File: src/rtl/fifo_wr_arbiter_pkg.sv
// fifo_wr_arbiter_pkg: shared defaults and FSM encoding for the fifo write arbiter
package fifo_wr_arbiter_pkg;
  localparam int DEF_NUM_REQ = 4;
  localparam int DEF_WIDTH = 32;
  localparam int DEF_CNT_W = 16;
  typedef enum logic [1:0] {
    ST_IDLE  = 2'd0,
    ST_WRITE = 2'd1,
    ST_GAP   = 2'd2
  } state_e;
endpackage

File: src/rtl/fifo_wr_arbiter_rr_picker.sv
// rr_picker: combinational round-robin search starting just after the last winner
module rr_picker #(
  parameter int N = 4
) (
  input  logic [N-1:0]         req_i,
  input  logic [$clog2(N)-1:0] last_i,
  output logic [N-1:0]         gnt_o,
  output logic [$clog2(N)-1:0] gnt_idx_o,
  output logic                 any_o
);
  localparam int IW = $clog2(N);
  logic [IW-1:0] k;
  logic found;
  always_comb begin
    gnt_o = '0;
    gnt_idx_o = '0;
    found = 1'b0;
    k = '0;
    for (int i = 1; i <= N; i++) begin
      k = IW'((int'(last_i) + i) % N);
      if (!found && req_i[k]) begin
        found = 1'b1;
        gnt_o[k] = 1'b1;
        gnt_idx_o = k;
      end
    end
  end
  assign any_o = |req_i;
endmodule

File: src/rtl/fifo_wr_arbiter.sv
// fifo_wr_arbiter: round-robin sharing of one fifo write port, one write per 3 cycles
module fifo_wr_arbiter
  import fifo_wr_arbiter_pkg::*;
#(
  parameter int NUM_REQ = DEF_NUM_REQ,
  parameter int WIDTH = DEF_WIDTH,
  parameter int CNT_W = DEF_CNT_W
) (
  input  logic                       clk_i,
  input  logic                       reset_ni,
  input  logic                       arb_en_i,
  input  logic [NUM_REQ-1:0]         req_valid_i,
  input  logic [NUM_REQ*WIDTH-1:0]   req_data_i,
  output logic [NUM_REQ-1:0]         req_ready_o,
  input  logic                       fifo_full_i,
  output logic                       w_valid_o,
  output logic [WIDTH-1:0]           data_in_o,
  output logic [$clog2(NUM_REQ)-1:0] grant_id_o,
  output logic                       busy_o,
  output logic [CNT_W-1:0]           wr_count_o
);
  localparam int IW = $clog2(NUM_REQ);
  state_e state_q, state_d;
  logic [IW-1:0] last_q, grant_id_q, pick_idx;
  logic [NUM_REQ-1:0] pick_gnt;
  logic pick_any, grant;
  logic w_valid_q;
  logic [WIDTH-1:0] data_q;
  logic [CNT_W-1:0] cnt_q;
  rr_picker #(.N(NUM_REQ)) u_pick (
    .req_i    (req_valid_i),
    .last_i   (last_q),
    .gnt_o    (pick_gnt),
    .gnt_idx_o(pick_idx),
    .any_o    (pick_any)
  );
  // fifo_full is only trusted in IDLE; the GAP cycle gives it time to settle
  assign grant = reset_ni && state_q == ST_IDLE && arb_en_i && !fifo_full_i && pick_any;
  always_ff @(posedge clk_i) begin
    if (!reset_ni) state_q <= ST_IDLE;
    else state_q <= state_d;
  end
  always_comb begin
    state_d = (state_q == ST_IDLE) ? (grant ? ST_WRITE : ST_IDLE) :
              (state_q == ST_WRITE) ? ST_GAP : ST_IDLE;
  end
  always_comb begin
    req_ready_o = grant ? pick_gnt : '0;
    busy_o = state_q != ST_IDLE;
  end
  always_ff @(posedge clk_i) begin
    if (!reset_ni) begin
      w_valid_q <= 1'b0;
      data_q <= '0;
      grant_id_q <= '0;
      last_q <= IW'(NUM_REQ - 1);
      cnt_q <= '0;
    end else begin
      w_valid_q <= state_d == ST_WRITE;
      if (grant) begin
        data_q <= req_data_i[pick_idx*WIDTH +: WIDTH];
        last_q <= pick_idx;
        grant_id_q <= pick_idx;
      end
      if (state_q == ST_WRITE) cnt_q <= cnt_q + CNT_W'(1);
    end
  end
  assign w_valid_o = w_valid_q;
  assign data_in_o = data_q;
  assign grant_id_o = grant_id_q;
  assign wr_count_o = cnt_q;
endmodule

File: config.mk
export PLATFORM = sky130hd
export DESIGN_NAME = fifo_wr_arbiter
export DESIGN_NICKNAME = d
export VERILOG_FILES = /design/src/rtl/fifo_wr_arbiter_pkg.sv /design/src/rtl/fifo_wr_arbiter_rr_picker.sv /design/src/rtl/fifo_wr_arbiter.sv
export SDC_FILE = /design/constraint.sdc
export NUM_CORES = 1
export LEC_CHECK = 0
export CAP_MARGIN = 20
export CORE_ASPECT_RATIO = 1.75
export CORE_MARGIN = 3
export CORE_UTILIZATION = 42
export DETAILED_ROUTE_END_ITERATION = 10
export PLACE_DENSITY = 0.94
export SYNTH_ARGS = -nofsm -noshare
export SYNTH_HDL_FRONTEND = slang
export SYNTH_HIERARCHICAL = 1
export SYNTH_SLANG_ARGS = --single-unit
File: constraint.sdc
create_clock -name clk_i -period 5.3 [get_ports clk_i]
set_input_delay 0.795 -clock clk_i [delete_from_list [all_inputs] [get_ports clk_i]]
set_output_delay 0.795 -clock clk_i [all_outputs]
set_load 0.005 [all_outputs]
=== Yosys cells after proc, flatten, opt, wreduce, memory -nomap -nowiden ===
Index checks and enable logic that the tools add are counted.

* Flip-flop bits (word level): 55
* Input bits: 136
* Output and inout bits: 56
* Word-level logic and storage cells: 74

* $add $sub $neg: 5
* $lt $le $gt $ge: 8
* Equality and inequality tests: 2
* Shift-type cells: 1
* Mux-type cells: 31
* Bitwise operators: 3
* Reduce and logical (&&, ||, !) cells: 18

{| class="wikitable"
|+ Operator list
! cell !! count
|-
| 128-bit by 8-bit variable part select with 32-bit output || 1
|-
| 4-bit two-way mux || 5
|-
| 16-bit by 1-bit adder with 16-bit output (second input constant) || 1
|-
| 2-bit by 3-bit less-than comparator with 1-bit output (second input constant) || 4
|-
| 1-bit two-way mux || 12
|-
| 2-bit two-way mux || 6
|-
| 4-bit OR || 3
|-
| 1-bit logical AND || 11
|-
| 1-bit binary-select mux with 2-bit select || 4
|-
| 1-bit demux with 2-bit select || 4
|-
| 2-bit by 1-bit greater-or-equal comparator with 1-bit output (second input constant) || 4
|-
| 2-bit by 1-bit adder with 2-bit output (second input constant) || 2
|-
| 2-bit adder (second input constant) || 2
|-
| 2-bit by 1-bit == test with 1-bit output (second input constant) || 2
|-
| 1-bit zero test || 4
|-
| 4-bit OR reduction || 1
|-
| 2-bit zero test || 1
|-
| 2-bit nonzero test || 1
|}

=== Logic depth before layout (Yosys ltp) ===
Gate-level depths: netlist of run 1.

* Word-level depth: 14
* Depth in mapped cells: 13
* Depth with buffers taken out: 9

=== By module ===
The synthesis of run 1 kept the hierarchy.

{| class="wikitable"
|+ Modules (own cells, without submodules)
! module !! instances !! cells each !! area each (um2) !! seq. area each (um2)
|-
| fifo_wr_arbiter || 1 || 287 || 2915.3 || 1101.1
|-
| rr_picker || 1 || 70 || 540.5 || 0.0
|}

=== Worst setup path after synthesis of run 1 ===
Ideal clock, no wire load.

* Path kind: register to output
* Start point: reg last_q[0]
* End point: out req_ready_o[0]
* Arrival time: 2304 ps
* Required time: 4505 ps
* Path slack: 2201 ps
* Cell stages (with the launch flop): 10
* Buffers on the path: 2
* Cells stage by stage: dfxtp_1 > buf_6 > inv_1 > ha_1 > clkbuf_1 > mux4_2 > nand2_1 > o21ai_1 > a221o_1 > and2_1

* Cells in the longest elaborated chain, start to end: 14
* Elaborated cells on any way between the ends: 49
* Classes of those cells: add/sub: 4; order compare: 8; mux: 24; bitwise: 3; reduce/logical: 10

{| class="wikitable"
|+ Ends and longest elaborated chain
! element !! line !! source
|-
| start, declared || fifo_wr_arbiter.sv:24 || <nowiki>logic [IW-1:0] last_q, grant_id_q, pick_idx;</nowiki>
|-
| start signal, assigned || fifo_wr_arbiter.sv:56 || <nowiki>last_q <= IW'(NUM_REQ - 1);</nowiki>
|-
| start signal, assigned || fifo_wr_arbiter.sv:62 || <nowiki>last_q <= pick_idx;</nowiki>
|-
| branches (longest 12 deep; another with 2-bit by 3-bit less-than comparator with 1-bit output) || - ||
|-
| 4-bit two-way mux * || fifo_wr_arbiter_rr_picker.sv:21 || <nowiki>if (!found && req_i[k]) begin</nowiki>
|-
| net pick_gnt[0] || fifo_wr_arbiter.sv:25 || <nowiki>logic [NUM_REQ-1:0] pick_gnt;</nowiki>
|-
| 4-bit two-way mux * || fifo_wr_arbiter.sv:48 || <nowiki>req_ready_o = grant ? pick_gnt : '0;</nowiki>
|-
| end, declared || fifo_wr_arbiter.sv:14 || <nowiki>output logic [NUM_REQ-1:0] req_ready_o,</nowiki>
|}

Mark *: on every way through the listed nets, which the timed path passes. The select of a mux whose other input is x is not followed.

=== Final worst setup path of run 1 ===
* Start point: in req_valid_i[3]
* End point: out req_ready_o[1]

* Elaborated cells on any way between the ends: 27
* Classes of those cells: mux: 16; bitwise: 3; reduce/logical: 8

{| class="wikitable"
|+ RTL lines
! element !! line !! source
|-
| start, declared || fifo_wr_arbiter.sv:12 || <nowiki>input logic [NUM_REQ-1:0] req_valid_i,</nowiki>
|-
| 4-bit OR reduction || fifo_wr_arbiter_rr_picker.sv:28 || <nowiki>assign any_o = |req_i;</nowiki>
|-
| net pick_any || fifo_wr_arbiter.sv:26 || <nowiki>logic pick_any, grant;</nowiki>
|-
| 1-bit logical AND || fifo_wr_arbiter.sv:38 || <nowiki>assign grant = reset_ni && state_q == ST_IDLE && arb_en_i && !fifo_full_i && pick_any;</nowiki>
|-
| 4-bit two-way mux || fifo_wr_arbiter.sv:48 ||
|}

The timed path passes the listed nets, and every way through them passes these cells. The select of a mux whose other input is x is not followed.

==> out/metrics.yaml, run 1 <==
route:
  first_iter_violations: 199
  routedWlPerCell_um: 17.6
  routed-via-count: 3439
  routed_via_density: 5.53
  ant_nets: 0
  wl_mm: 11.0
  first_pass_iters: 4
  drc: 0
die:
  rows: 43
  initial_core_util_pct: 43.4
  dieArea_um2: 9400
  die_h_um: 126
  chipWidth_um: 74.6
  coreArea_um2: 7960
  io_pins: 192
sta:
  max_freq_mhz: 235
  worst_pin_slew_ns: 1.00
  slew_violations: 0
  finalSetupTns_ns: 0
  hold_ws_ns: 0.456
  min_period_over_period_pct: 80.4
  hold_violations: 0
  setup_viol: 0
  period_minus_slack_ns: 4.26
  fin_worst_skew_ns: 0.00386
  rsz0062_at_grt: "false"
  slew-limit-headroom_pct: 33.1
cts:
  cts_resized: 0
  htreeDepth: 2
  cts_buffer_depth: 2
  cts_made_buffers: 5
  cts_sinks: 55
  cts_tree: "yes"
  hold_buffers: 0
  cts_setup_buffers: 0
  clkSlewWorstSetupHoldPaths_ns: 0.07
  clkLatencyLatePin_ns: 0.29
  cts_root_buf: "clkbuf_16"
global_routing:
  grt_pass1_vias: 3591
  grt_first_pass_wirelength_mm: 17.2
  grt_use_total_pct: 23.5
  grt-ovfl-total: 0
  grt_max_degree: 42
  antenna_found_initial: 0
pwr:
  powerDensity_nw_per_um2: 202
  power.share.clock_pct: 30.8
  power.internal_mw: 0.841
  p_comb_share_pct: 29.9
  total_power_mw: 1.11
  switching_share_pct: 24.5
  seq_power_share_pct: 39.3
  vdd_drop_max_uv: 130
  switchingPower_mw: 0.272
  p_leak_nw: 1.95
logic_synthesis:
  ys_seq_area_share_pct: 31.9
  yosysWarningCount: 6
  netlist_area_um2: 3460
  synth-edff-count: 0
  ys_top_cells_by_area: "dfxtp_1 (32%), mux4_2 (22%), nand2_1 (9.6%)"
  syn_area_per_cell_um2: 9.68
  synth_top_area_share_pct: 31.9
  postSynthRegisterBits: 55
  ys_types: 52
  async_flop_share_pct: 0
  yosysTopAreaCell: "dfxtp_1"
  synth_ff_type: "dfxtp_1"
  synthCells: 357
  synth_fp_nets: 502
place:
  placedCellCount: 614
  dp_hpwl_mm: 8.70
  port_buffers: 191
  finalWeightedCongestion: 0.871
worst_hold_path:
  hold_class: "reg2reg"
layout:
  final_util_pct: 69.3
  nNetsFinal: 676
  layout-drive-gt1-share_pct: 10.5
  diodes: 0
  final_cells: 622
  syn2layout_area_growth_pct: 59.7
status:
  status: "finished, final reports clean"
worst_setup_path:
  endpoint_kind: "output port"
  arrival_ns: 3.46
  crit_path_max_fanout: 39
  worstSetupPathType: "in2out"
  worst_setup_path_start_kind: "input pin"
  required_ns: 4.51
run:
  drv_cap: 0
routing by layer:
layer / global-route usage, % / vias to the layer above / wire (um)
li1: - / 1631 / -
met1: 25.1 / 1602 / 3670
met2: 43.4 / 171 / 6240
met3: 3.99 / 35 / 631
met4: 10.2 / 0 / 419
met5: 0 / - / 0
worst max-delay path, stage by stage:
cell	delay (ns)
clkdlybuf4s50_1	0.70
nor3_1	0.13
nand2b_1	0.10
nor4b_1	0.31
nand3_1	0.17
inv_2	0.51
and2_1	0.23
clkdlybuf4s50_1	0.52
worst paths after layout:
path	slack, ns	start	to	cells past startpoint
max reg2reg	1.57	last_q[0]$_SDFFE_PN1N_	data_in_o[22]$_SDFFE_PN0N_	10
max	1.04	req_valid_i[3]	req_ready_o[1]	8
min reg2reg	0.46	data_in_o[14]$_SDFFE_PN0N_	data_in_o[14]$_SDFFE_PN0N_	2
min	0.46	data_in_o[14]$_SDFFE_PN0N_	data_in_o[14]$_SDFFE_PN0N_	2
logic make-up (layout without fill, tap and decap cells):
| logic type | count (synthesis) | after routing | synth area share (%) |
|---|---|---|---|
| AOI/OAI and AO/OA | 63 | 63 | 12.6 |
| xor gates and xnor gates | 9 | 9 | 2.28 |
| adders and majority gates | 9 | 9 | 3.26 |
| buffers and inverters | 33 | 208 | 5.25 |
| DFF | 55 | 55 | 31.9 |
| muxes | 39 | 39 | 23.6 |
| and+or+nand+nor | 149 | 149 | 21.1 |
layout make-up:
cell class                      count  area (um2)
Clock buffer                        8         156
Fill cell                         582        2440
Inverter                            6        22.5
Multi-Input combinational cell    269        2190
Sequential cell                    55        1100
Tap cell                           90         113
Timing Repair Buffer              194        1930
cell usage in the layout (no fill, tap or decap), types with 2 or more instances in the layout:
master	synthesis	routed
a21boi_0	20	20
a21oi_1	18	17
a221o_1	4	4
and2_1	15	15
buf_4	6	3
clkbuf_16	0	5
clkbuf_8	0	2
clkdlybuf4s50_1	0	191
dfxtp_1	55	55
ha_1	9	9
inv_1	4	4
mux2i_1	4	4
mux4_2	34	34
nand2_1	88	88
nand2b_1	3	3
nand3_1	5	5
nand3_2	2	2
nand3b_1	2	2
nand4_1	7	7
nor2_1	5	4
nor2b_1	5	5
nor3b_1	2	2
o211ai_1	2	2
o21ai_0	7	7
o21ai_1	4	4
or3_1	3	3
xnor2_1	6	6
xor2_1	3	3
per-stage QoR:
| step | setup WS [ns] | instance area, um2 |
|---|---|---|
| after floorplan | 2.20 | 3460 |
| after global placement | 1.28 | 5360 |
| after detailed placement | 1.17 | 5360 |
| after CTS | 1.04 | 5520 |
| after global routing | 0.894 | 5520 |
| final | 1.04 | 5520 |
flip-flops by register name (all words and copies together) (netlist names):
signal,flops
last_q,2
grant_id_o,2
wr_count_o,16
state_q,2
w_valid_o,1
data_in_o,32
cell usage after synthesis, types with 6 or more instances:
master / instances
a21boi_0: 20
mux4_2: 34
clkbuf_1: 7
buf_2: 10
o21ai_0: 7
xnor2_1: 6
nand4_1: 7
nand2_1: 88
and2_1: 15
buf_4: 6
a21oi_1: 18
ha_1: 9
dfxtp_1: 55
power groups by stage:
stage          Combinational (mW)  Sequential [mW]  Clock [mW]
5_1_grt                     0.359            0.439       0.364
4_1_cts                     0.336            0.437       0.350
2_1_floorplan               0.182            0.445           0
3_3_place_gp                0.326            0.446           0
6_report                    0.333            0.437       0.343
3_5_place_dp                0.335            0.447           0
Power figures use the tool's default switching activity.
==> inputs of run 2 (changes only) <==
--- a/config.mk
+++ b/config.mk
@@ -8,9 +8,9 @@
 export CAP_MARGIN = 20
 export CORE_ASPECT_RATIO = 1.75
 export CORE_MARGIN = 3
-export CORE_UTILIZATION = 42
+export CORE_UTILIZATION = 35
 export DETAILED_ROUTE_END_ITERATION = 10
-export PLACE_DENSITY = 0.94
+export PLACE_DENSITY = 0.85
 export SYNTH_ARGS = -nofsm -noshare
 export SYNTH_HDL_FRONTEND = slang
 export SYNTH_HIERARCHICAL = 1
==> constraint.sdc (replaced) <==
create_clock -name clk_i -period 3.7 [get_ports clk_i]
set_input_delay 0.555 -clock clk_i [delete_from_list [all_inputs] [get_ports clk_i]]
set_output_delay 0.555 -clock clk_i [all_outputs]
set_load 0.005 [all_outputs]
==> run 2 against run 1 <==
  * Critical path depth down 2
  * Cell count up 6.4%
  * Sequential cell count unchanged
  * Worst hold slack worse by 0.0019 ns
  * Clock power up 41%
  * Global-route usage down 2.9 points
  * Worst setup slack worse by 0.76 ns
  * Clock skew up 0.0064 ns
  * Non-clock buffer count up 8
  * Critical path type unchanged
  * Largest cell class unchanged
  * Largest power group unchanged
  * Highest routed layer unchanged
==> out/metrics.yaml, run 2 (same netlist as run 1, synthesis figures left out) <==
worst_setup_path:
  cp-endpoint: "req_ready_o[2]"  # was req_ready_o[1]
  cp-startpoint: "req_valid_i[3]"  # unchanged
  endpoint_kind: "output port"  # unchanged
  r2r_cells: 10  # unchanged
  worstSetupPathType: "in2out"  # unchanged
  crit_path_max_fanout: 12  # was 39
  required_ns: 3.14  # was 4.51 ns
  r2r-end: "data_in_o[29]$_SDFFE_PN0N_"  # was data_in_o[22]$_SDFFE_PN0N_
  r2r_setup_slack_ns: 0.76  # was 1.57 ns
  reg2reg_from: "last_q[1]$_SDFFE_PN1N_"  # was last_q[0]$_SDFFE_PN1N_
  worst_setup_path_start_kind: "input pin"  # unchanged
  arrival_ns: 2.87  # was 3.46 ns
cts:
  cts_made_buffers: 5  # unchanged
  clkSlewWorstSetupHoldPaths_ns: 0.07  # about the same
  clkLatencyLatePin_ns: 0.30  # was 0.29 ns
  cts_setup_buffers: 0  # unchanged
  htreeDepth: 2  # unchanged
  cts_sinks: 55  # unchanged
  cts_resized: 0  # unchanged
  cts_buffer_depth: 2  # unchanged
  cts_tree: "yes"  # unchanged
  hold_buffers: 0  # unchanged
  cts_root_buf: "clkbuf_16"  # unchanged
route:
  routedWlPerCell_um: 17.3  # was 17.6 um
  routed-via-count: 3463  # was 3439
  routed_via_density: 5.23  # was 5.53
  ant_nets: 0  # unchanged
  drc: 0  # unchanged
  first_pass_iters: 4  # unchanged
  wl_mm: 11.5  # was 11.0 mm
  first_iter_violations: 82  # was 199
sta:
  setup_viol: 0  # unchanged
  slew_violations: 0  # unchanged
  slew-limit-headroom_pct: 68.8  # was 33.1%
  fin_worst_skew_ns: 0.0103  # was 0.00386 ns
  hold_violations: 0  # unchanged
  max_freq_mhz: 292
  worst_pin_slew_ns: 0.468  # was 1.00 ns
  finalSetupTns_ns: 0  # unchanged
  min_period_over_period_pct: 92.4
  hold_ws_ns: 0.454  # was 0.456 ns
  period_minus_slack_ns: 3.42
  rsz0062_at_grt: "false"  # unchanged
die:
  io_pins: 192  # unchanged
  coreArea_um2: 9530  # was 7960 um2
  die_h_um: 137  # was 126 um
  chipWidth_um: 81.1  # was 74.6 um
  initial_core_util_pct: 36.3  # was 43.4%
  dieArea_um2: 11100  # was 9400 um2
  rows: 47  # was 43
layout:
  largest_reg_flops: 32  # unchanged
  diodes: 0  # unchanged
  final_cells: 662  # was 622
  post-route-cell-area_um2: 5620  # was 5520 um2
  mostFrequentLayoutCell: "clkdlybuf4s50_1"  # unchanged
  nNetsFinal: 684  # was 676
  layout-drive-gt1-share_pct: 12.2  # was 10.5%
  syn2layout_area_growth_pct: 62.6  # was 59.7%
  nFillCells: 837  # was 582
  layout_common_cells: "clkdlybuf4s50_1 (191), nand2_1 (88), dfxtp_1 (55)"  # unchanged
run:
  drv_cap: 0  # unchanged
place:
  finalWeightedCongestion: 0.863  # was 0.871
  placedCellCount: 654  # was 614
  dpl_cell_area_um2: 5470  # was 5360 um2
  dp_hpwl_mm: 9.35  # was 8.70 mm
  port_buffers: 191  # unchanged
global_routing:
  grt_first_pass_wirelength_mm: 17.6  # was 17.2 mm
  antenna_found_initial: 0  # unchanged
  grt_use_total_pct: 20.6  # was 23.5%
  grt-ovfl-total: 0  # unchanged
  grt_max_degree: 41  # was 42
  grt_pass1_vias: 3516  # was 3591
pwr:
  vdd_drop_max_uv: 189  # was 130 uV
  powerDensity_nw_per_um2: 283  # was 202 nW/um2
  total_power_mw: 1.59  # was 1.11 mW
  p_leak_nw: 1.98  # was 1.95 nW
worst_hold_path:
  min_path_cells: 2  # unchanged
  hold_class: "reg2reg"  # unchanged
status:
  status: "finished, final reports clean"  # unchanged
[run 2: cell types whose count changed in the layout (fill, tap and decap cells not counted)]
cell	delta
inv_6	+2
clkbuf_8	-2
nand3_1	-1
clkbuf_1	-1
buf_4	+8
nand3_2	+1
clkinv_4	+1
[run 2: final cells by class]
type	count	area (um2)	share of cell area, %
Timing Repair Buffer	202	1990	35.5
Clock inverter	3	26.3	0.468
Sequential cell	55	1100	19.6
Clock buffer	5	125	2.23
Inverter	6	22.5	0.401
Tap cell	122	153	2.72
Multi-Input combinational cell	269	2200	39.1
[run 2: per-stage QoR]
| step | util, % | setup slack (ns) |
|---|---|---|
| 2_1_floorplan | - | 0.677 |
| 3_3_place_gp | 57.4 | 0.314 |
| 3_5_place_dp | 57.4 | 0.271 |
| 4_1_cts | 59.0 | 0.269 |
| 5_1_grt | 59.0 | 0.167 |
| 6_report | 59.0 | 0.280 |
[run 2: layer usage]
layer	part of all wire [%]	GRT usage [%]	wire, um
met3	5.3	4.19	603
met2	58	40.0	6650
met4	1.7	5.73	197
met1	35	21.8	4010
met5	0	0	0
[run 2: power by group]
part	leakage [nW]	switching (mW)	internal, mW
combinational	1.46	0.178	0.311
sequential	0.446	0.0103	0.611
clock	0.0748	0.225	0.257
total	1.98	0.413	1.18
[run 2: worst max-delay path, stage by stage]
cell	delay [ns]
clkdlybuf4s50_1	0.60
mux4_2	0.60
a211oi_4	0.30
a221o_1	0.18
and2_1	0.12
clkdlybuf4s50_1	0.50
[run 2: worst min-delay path by stage]
stage / to / startpoint / slack, ns
2_1_floorplan: data_in_o[0]$_SDFFE_PN0N_ / data_in_o[0]$_SDFFE_PN0N_ / 0.45
3_3_place_gp: data_in_o[7]$_SDFFE_PN0N_ / data_in_o[7]$_SDFFE_PN0N_ / 0.44
3_5_place_dp: data_in_o[2]$_SDFFE_PN0N_ / data_in_o[2]$_SDFFE_PN0N_ / 0.45
4_1_cts: data_in_o[2]$_SDFFE_PN0N_ / data_in_o[2]$_SDFFE_PN0N_ / 0.46
5_1_grt: data_in_o[2]$_SDFFE_PN0N_ / data_in_o[2]$_SDFFE_PN0N_ / 0.48
6_report: data_in_o[2]$_SDFFE_PN0N_ / data_in_o[2]$_SDFFE_PN0N_ / 0.45
==> inputs of run 3 (changes only) <==
--- a/config.mk
+++ b/config.mk
@@ -9,6 +9,7 @@
 export CORE_ASPECT_RATIO = 1.75
 export CORE_MARGIN = 3
 export CORE_UTILIZATION = 35
+export CTS_CLUSTER_DIAMETER = 60
 export DETAILED_ROUTE_END_ITERATION = 10
 export PLACE_DENSITY = 0.85
 export SYNTH_ARGS = -nofsm -noshare
==> results of run 3 <==
The final DEF is identical to that of run 2; final timing and power are the same.
